`src/rtl/id_ex_stage.sv`:
```
// ID/EX pipeline register with load-use hazard detection and a saturating stall counter.
// EX sees either the captured ID instruction or a fully zeroed bubble. No ID data reaches EX combinationally.
module id_ex_stage #(
    parameter int DATA_W     = 32,
    parameter int REG_ADDR_W = 5,
    parameter int ALUOP_W    = 4,
    parameter int CNT_W      = 16
) (
    input  logic                  clk,
    input  logic                  reset_n,
    input  logic                  flush,
    input  logic                  id_valid,
    input  logic [DATA_W-1:0]     id_read_data1,
    input  logic [DATA_W-1:0]     id_read_data2,
    input  logic [DATA_W-1:0]     id_imm,
    input  logic [REG_ADDR_W-1:0] id_rs,
    input  logic [REG_ADDR_W-1:0] id_rt,
    input  logic [REG_ADDR_W-1:0] id_rd,
    input  logic                  id_uses_rt,
    input  logic                  id_reg_dst,
    input  logic                  id_alu_src,
    input  logic                  id_mem_read,
    input  logic                  id_mem_write,
    input  logic                  id_reg_write,
    input  logic                  id_mem_to_reg,
    input  logic [ALUOP_W-1:0]    id_alu_op,
    output logic [DATA_W-1:0]     ex_read_data1,
    output logic [DATA_W-1:0]     ex_read_data2,
    output logic [DATA_W-1:0]     ex_imm,
    output logic [REG_ADDR_W-1:0] ex_rs,
    output logic [REG_ADDR_W-1:0] ex_rt,
    output logic [REG_ADDR_W-1:0] ex_rd,
    output logic                  ex_reg_dst,
    output logic                  ex_alu_src,
    output logic                  ex_mem_read,
    output logic                  ex_mem_write,
    output logic                  ex_reg_write,
    output logic                  ex_mem_to_reg,
    output logic [ALUOP_W-1:0]    ex_alu_op,
    output logic                  ex_valid,
    output logic                  stall_out,
    output logic [CNT_W-1:0]      stall_count
);

    localparam logic [CNT_W-1:0] CNT_ONE = {{(CNT_W-1){1'b0}}, 1'b1};
    localparam logic [CNT_W-1:0] CNT_MAX = {CNT_W{1'b1}};

    logic rs_match;
    logic rt_match;
    logic hazard;
    logic load;

    // $0 is hard-wired zero, so a load targeting it never creates a dependency.
    assign rs_match  = (ex_rt == id_rs);
    assign rt_match  = id_uses_rt & (ex_rt == id_rt);
    assign hazard    = ex_valid & ex_mem_read & (ex_rt != '0) & id_valid & (rs_match | rt_match);
    assign stall_out = hazard & ~flush;
    assign load      = ~flush & ~hazard & id_valid;

    always_ff @(posedge clk or negedge reset_n) begin
        if (!reset_n) begin
            ex_read_data1 <= '0;
            ex_read_data2 <= '0;
            ex_imm        <= '0;
            ex_rs         <= '0;
            ex_rt         <= '0;
            ex_rd         <= '0;
            ex_reg_dst    <= 1'b0;
            ex_alu_src    <= 1'b0;
            ex_mem_read   <= 1'b0;
            ex_mem_write  <= 1'b0;
            ex_reg_write  <= 1'b0;
            ex_mem_to_reg <= 1'b0;
            ex_alu_op     <= '0;
            ex_valid      <= 1'b0;
        end else if (load) begin
            ex_read_data1 <= id_read_data1;
            ex_read_data2 <= id_read_data2;
            ex_imm        <= id_imm;
            ex_rs         <= id_rs;
            ex_rt         <= id_rt;
            ex_rd         <= id_rd;
            ex_reg_dst    <= id_reg_dst;
            ex_alu_src    <= id_alu_src;
            ex_mem_read   <= id_mem_read;
            ex_mem_write  <= id_mem_write;
            ex_reg_write  <= id_reg_write;
            ex_mem_to_reg <= id_mem_to_reg;
            ex_alu_op     <= id_alu_op;
            ex_valid      <= 1'b1;
        end else begin
            // Bubble: everything zeroed so EX sees a deterministic no-op.
            ex_read_data1 <= '0;
            ex_read_data2 <= '0;
            ex_imm        <= '0;
            ex_rs         <= '0;
            ex_rt         <= '0;
            ex_rd         <= '0;
            ex_reg_dst    <= 1'b0;
            ex_alu_src    <= 1'b0;
            ex_mem_read   <= 1'b0;
            ex_mem_write  <= 1'b0;
            ex_reg_write  <= 1'b0;
            ex_mem_to_reg <= 1'b0;
            ex_alu_op     <= '0;
            ex_valid      <= 1'b0;
        end
    end

    always_ff @(posedge clk or negedge reset_n) begin
        if (!reset_n) begin
            stall_count <= '0;
        end else if (stall_out && (stall_count != CNT_MAX)) begin
            stall_count <= stall_count + CNT_ONE;
        end
    end

endmodule

```
`config.mk`:
```
export PLATFORM = sky130hd
export DESIGN_NAME = id_ex_stage
export DESIGN_NICKNAME = d
export VERILOG_FILES = /design/src/rtl/id_ex_stage.sv
export SDC_FILE = /design/constraint.sdc
export NUM_CORES = 1
export LEC_CHECK = 0
export ABC_AREA = 1
export CAP_MARGIN = 10
export CORE_MARGIN = 1
export CORE_UTILIZATION = 25
export DETAILED_ROUTE_END_ITERATION = 10
export PLACE_DENSITY = 0.65
export SETUP_SLACK_MARGIN = 0.5
export SLEW_MARGIN = 5
export SYNTH_ARGS = -nofsm -noshare
export SYNTH_HDL_FRONTEND = slang
export SYNTH_SLANG_ARGS = --single-unit
```
`constraint.sdc`:
```
create_clock -name clk -period 3.59 [get_ports clk]
set_clock_uncertainty 0.15 [all_clocks]
set_input_delay 0.5385 -clock clk [delete_from_list [all_inputs] [get_ports clk]]
set_output_delay 0.5385 -clock clk [all_outputs]
set_load 0.1 [all_outputs]
```
==> impl_summary.txt <==
----------------------------------------------------
[Outcome]
  Run status ... complete, but fails checks
  Violations in the final reports ... hold timing

[Job]
  Max-cap violations ... 0

[Yosys]
  Combined area of all synthesized cells ... roughly 5300 sq um
  Warnings from Yosys ... 0
  Share of the synthesized area in the top cell type ... 0.648
  Syn Inst Count ... between 500 and 600
  Top post-synthesis cells by area ... sky130_fd_sc_hd__dfrtp_1, sky130_fd_sc_hd__nor2_1, sky130_fd_sc_hd__inv_1
  Synthesized net count ... 683
  Post-synthesis cell type with the largest combined area ... sky130_fd_sc_hd__dfrtp_1
  Number of flops mapped to enable cells by yosys ... 0
  Post-synth cell types ... 22
  Register area share after synthesis ... 0.648
  Async set or reset register ratio after synthesis ... 1.00
  Mapped Avg Cell Area ... 9.58 sq um
  Main flop type after synthesis ... sky130_fd_sc_hd__dfrtp_1
  Flip-flop and latch count after synthesis ... between 100 and 150

[Detailed routing]
  DRC violation total after the first TritonRoute iteration ... approximately 140
  Wire length after detailed routing ... 14.4 mm
  Total via count after detailed routing ... about 4300
  Wirelength per Cell ... between 10 and 15 um
  Vias per std cell ... 3.83
  Number of antenna-violating nets in the routed design ... 0
  Pre-Repair DR Iteration Count ... 4
  Residual DRC count ... 0

[STA]
  Minimum period implied by the final worst setup slack ... between 2 and 3 ns
  Worst-Margin Slew ... 1.04 ns
  Slew Viols, Final ... 0
  Setup total negative slack ... 0 ns
  Final setup viols ... 0
  Setup repair after global routing missed its margin ... false
  Period utilisation layout ... 0.784
  Headroom to the max-slew limit ... 0.307
  Hold_ws ... -0.0143 ns
  Maximum frequency from static timing analysis ... approximately 0.36 GHz
  Final-report hold violation count ... 19

[Placement]
  Cell total after placement ... ~1100
  Count of buffers inserted at the top-level ports ... around 260
  Global placement routability congestion ... 0.886
  Detailed placement HPWL ... 10.6 mm

[Worst setup path]
  Data arrival, critical path ... 2.12 ns
  Number of buffer and inverter instances along the worst setup path ... 1
  R2r endpoint ... ex_imm[8]
  Cell type group with the largest total delay on the critical path ... buffers and inverters
  Depth of the most critical reg-to-reg path ... 10
  Launch point of the worst reg-to-reg path ... ex_rt[4]
  CP required ... approximately 2.9 ns
  Critical path start-end classification ... reg -> out
  Startpoint class of the critical path ... register
  Crit-path max cell delay ... 1.20 ns
  Kind of end point of the critical path ... output port
  Max FO, Critical Path ... 7
  Slack of the worst reg-to-reg path ... 1.50 ns
  Sequence of cells on the critical path ... clkdlybuf4s50_1
  Crit path max-delay cell type ... sky130_fd_sc_hd__clkdlybuf4s50_1

[Layout]
  Seq. cell area ... between 3000 and 4000 sq um
  Number of diodes ... 0
  Post-Layout Cell Count ... about 1100
  Post-layout utilization of the core ... 0.420
  Count of filler cells inserted in the layout ... around 2100
  Synthesis-to-layout area growth ... 65.3%
  Largest registers ranked by flip-flop count ... ex_imm (32), ex_read_data1 (32), ex_read_data2 (32)
  Multi-input gate area in the final layout ... 1220 sq um
  Nets ... approximately 960
  Layout cells sized above 1 ... 0.0773

[Floorplanning]
  Effective utilization at floorplan ... 0.254
  Die Wd ... 148 um
  Die height ... between 100 and 150 um
  Die area ... 21900 sq um
  # IOs ... 265
  Standard-cell rows ... 53
  Floorplan core area ... ~21000 sq um

[Clock tree]
  Longest Clk Path Bufs ... 2
  Clock buffers created by TritonCTS ... 17
  Cell chosen for the clock root ... sky130_fd_sc_hd__clkbuf_16
  TritonCTS sink count ... 138
  Post-CTS repair timing setup buffer count ... 0
  CTS HTree Levels ... 4
  Number of instances resized during post-cts repair ... 0
  Latest clock arrival within the worst-skew pair ... approximately 0.4 ns
  Clock-pin slew on the worst setup and hold paths ... 0.06 ns
  Number of hold buffers added after cts ... 0
  TritonCTS clock tree ... built

[Global route]
  Vias in the first global route ... 4392
  Maximum number of pins on one net before global-route repair ... 70
  Wire length of the first global-routing pass ... 22.7 mm
  Overall Global Routing Usage ... 0.137
  Overflow left after global routing ... 0
  Number of antenna violations at the first check in global routing ... 1

[Power and ir drop]
  Leak pwr ... roughly 4.4 nW
  Power per unit of standard cell area ... 466 nW/um^2
  Worst-case vdd ir drop ... 0.000289 V
  Final Total Pwr ... 4.10 mW

[Worst hold path]
  Worst hold path type ... in -> async

----------------------------------------------------
metrics by stage:
stage,instance area [sq um],hold slack (ns),setup slack (ns)
after floorplan,5330,0.0929,0.691
final,8810,-0.0143,0.777
after global placement,8250,0.384,0.873
after CTS,8810,0.00129,0.749
after global routing,8810,0.0215,0.709
after detailed placement,8250,0.395,0.875
cells in the mapped netlist (2+ instances only):
library cell              number
sky130_fd_sc_hd__buf_2         4
sky130_fd_sc_hd__nor2_1      135
sky130_fd_sc_hd__nor3_1        4
sky130_fd_sc_hd__nand3_1       7
sky130_fd_sc_hd__xor2_1        9
sky130_fd_sc_hd__dfrtp_1     138
sky130_fd_sc_hd__nand2_1      75
sky130_fd_sc_hd__inv_1       129
sky130_fd_sc_hd__nand2_2      14
sky130_fd_sc_hd__nor2_4        3
sky130_fd_sc_hd__nand4_1       5
sky130_fd_sc_hd__inv_2         9
sky130_fd_sc_hd__nand3_2       2
sky130_fd_sc_hd__buf_6         9
sky130_fd_sc_hd__xnor2_1       6
layer usage:
layer / global-route usage / part of all wire
met1: 0.151 / 0.40
met2: 0.224 / 0.47
met3: 0.0731 / 0.12
met4: 0.0443 / 0.0098
met5: 0 / 0.00090
final cells by class:
cell class	count	area share
Multi-Input combinational cell	265	0.139
Inverter	138	0.0588
Tap cell	275	0.0391
Sequential cell	138	0.392
Timing Repair Buffer	268	0.308
Clock buffer	21	0.0511
Clock inverter	11	0.0128
layout by cell type, fill, tap and decap left out, types with 4 or more instances in the layout:
master | synthesis | final
sky130_fd_sc_hd__clkbuf_16 | 0 | 17
sky130_fd_sc_hd__clkdlybuf4s50_1 | 0 | 262
sky130_fd_sc_hd__dfrtp_1 | 138 | 138
sky130_fd_sc_hd__inv_1 | 129 | 129
sky130_fd_sc_hd__inv_2 | 9 | 9
sky130_fd_sc_hd__inv_6 | 0 | 4
sky130_fd_sc_hd__nand2_1 | 75 | 75
sky130_fd_sc_hd__nand2_2 | 14 | 14
sky130_fd_sc_hd__nand3_1 | 7 | 7
sky130_fd_sc_hd__nand4_1 | 5 | 5
sky130_fd_sc_hd__nor2_1 | 135 | 135
sky130_fd_sc_hd__nor3_1 | 4 | 4
sky130_fd_sc_hd__xnor2_1 | 6 | 6
sky130_fd_sc_hd__xor2_1 | 9 | 9
cells by family after synthesis:
group | share of synthesized area
simple gates | 0.199
buf+inv | 0.124
flops | 0.648
xor+xnor | 0.0247
compound gates | 0.00141
fa+ha+maj | 0.00235
where the power goes:
part	switching, mW	internal [mW]
sequential	0.0171	1.61
clock	0.710	0.986
combinational	0.544	0.237
worst max-delay path by stage:
stage / start / cells past startpoint / slack, ns / to
after floorplan: ex_rt[0] / 8 / 0.69 / stall_out
after detailed placement: id_rt[1] / 11 / 0.88 / ex_read_data2[5]
after CTS: stall_count[4] / 1 / 0.75 / stall_count[4]
final: stall_count[4] / 1 / 0.78 / stall_count[4]
after global routing: stall_count[4] / 1 / 0.71 / stall_count[4]
after global placement: id_rt[1] / 11 / 0.87 / ex_read_data1[5]
Power figures use the tool's default switching activity.
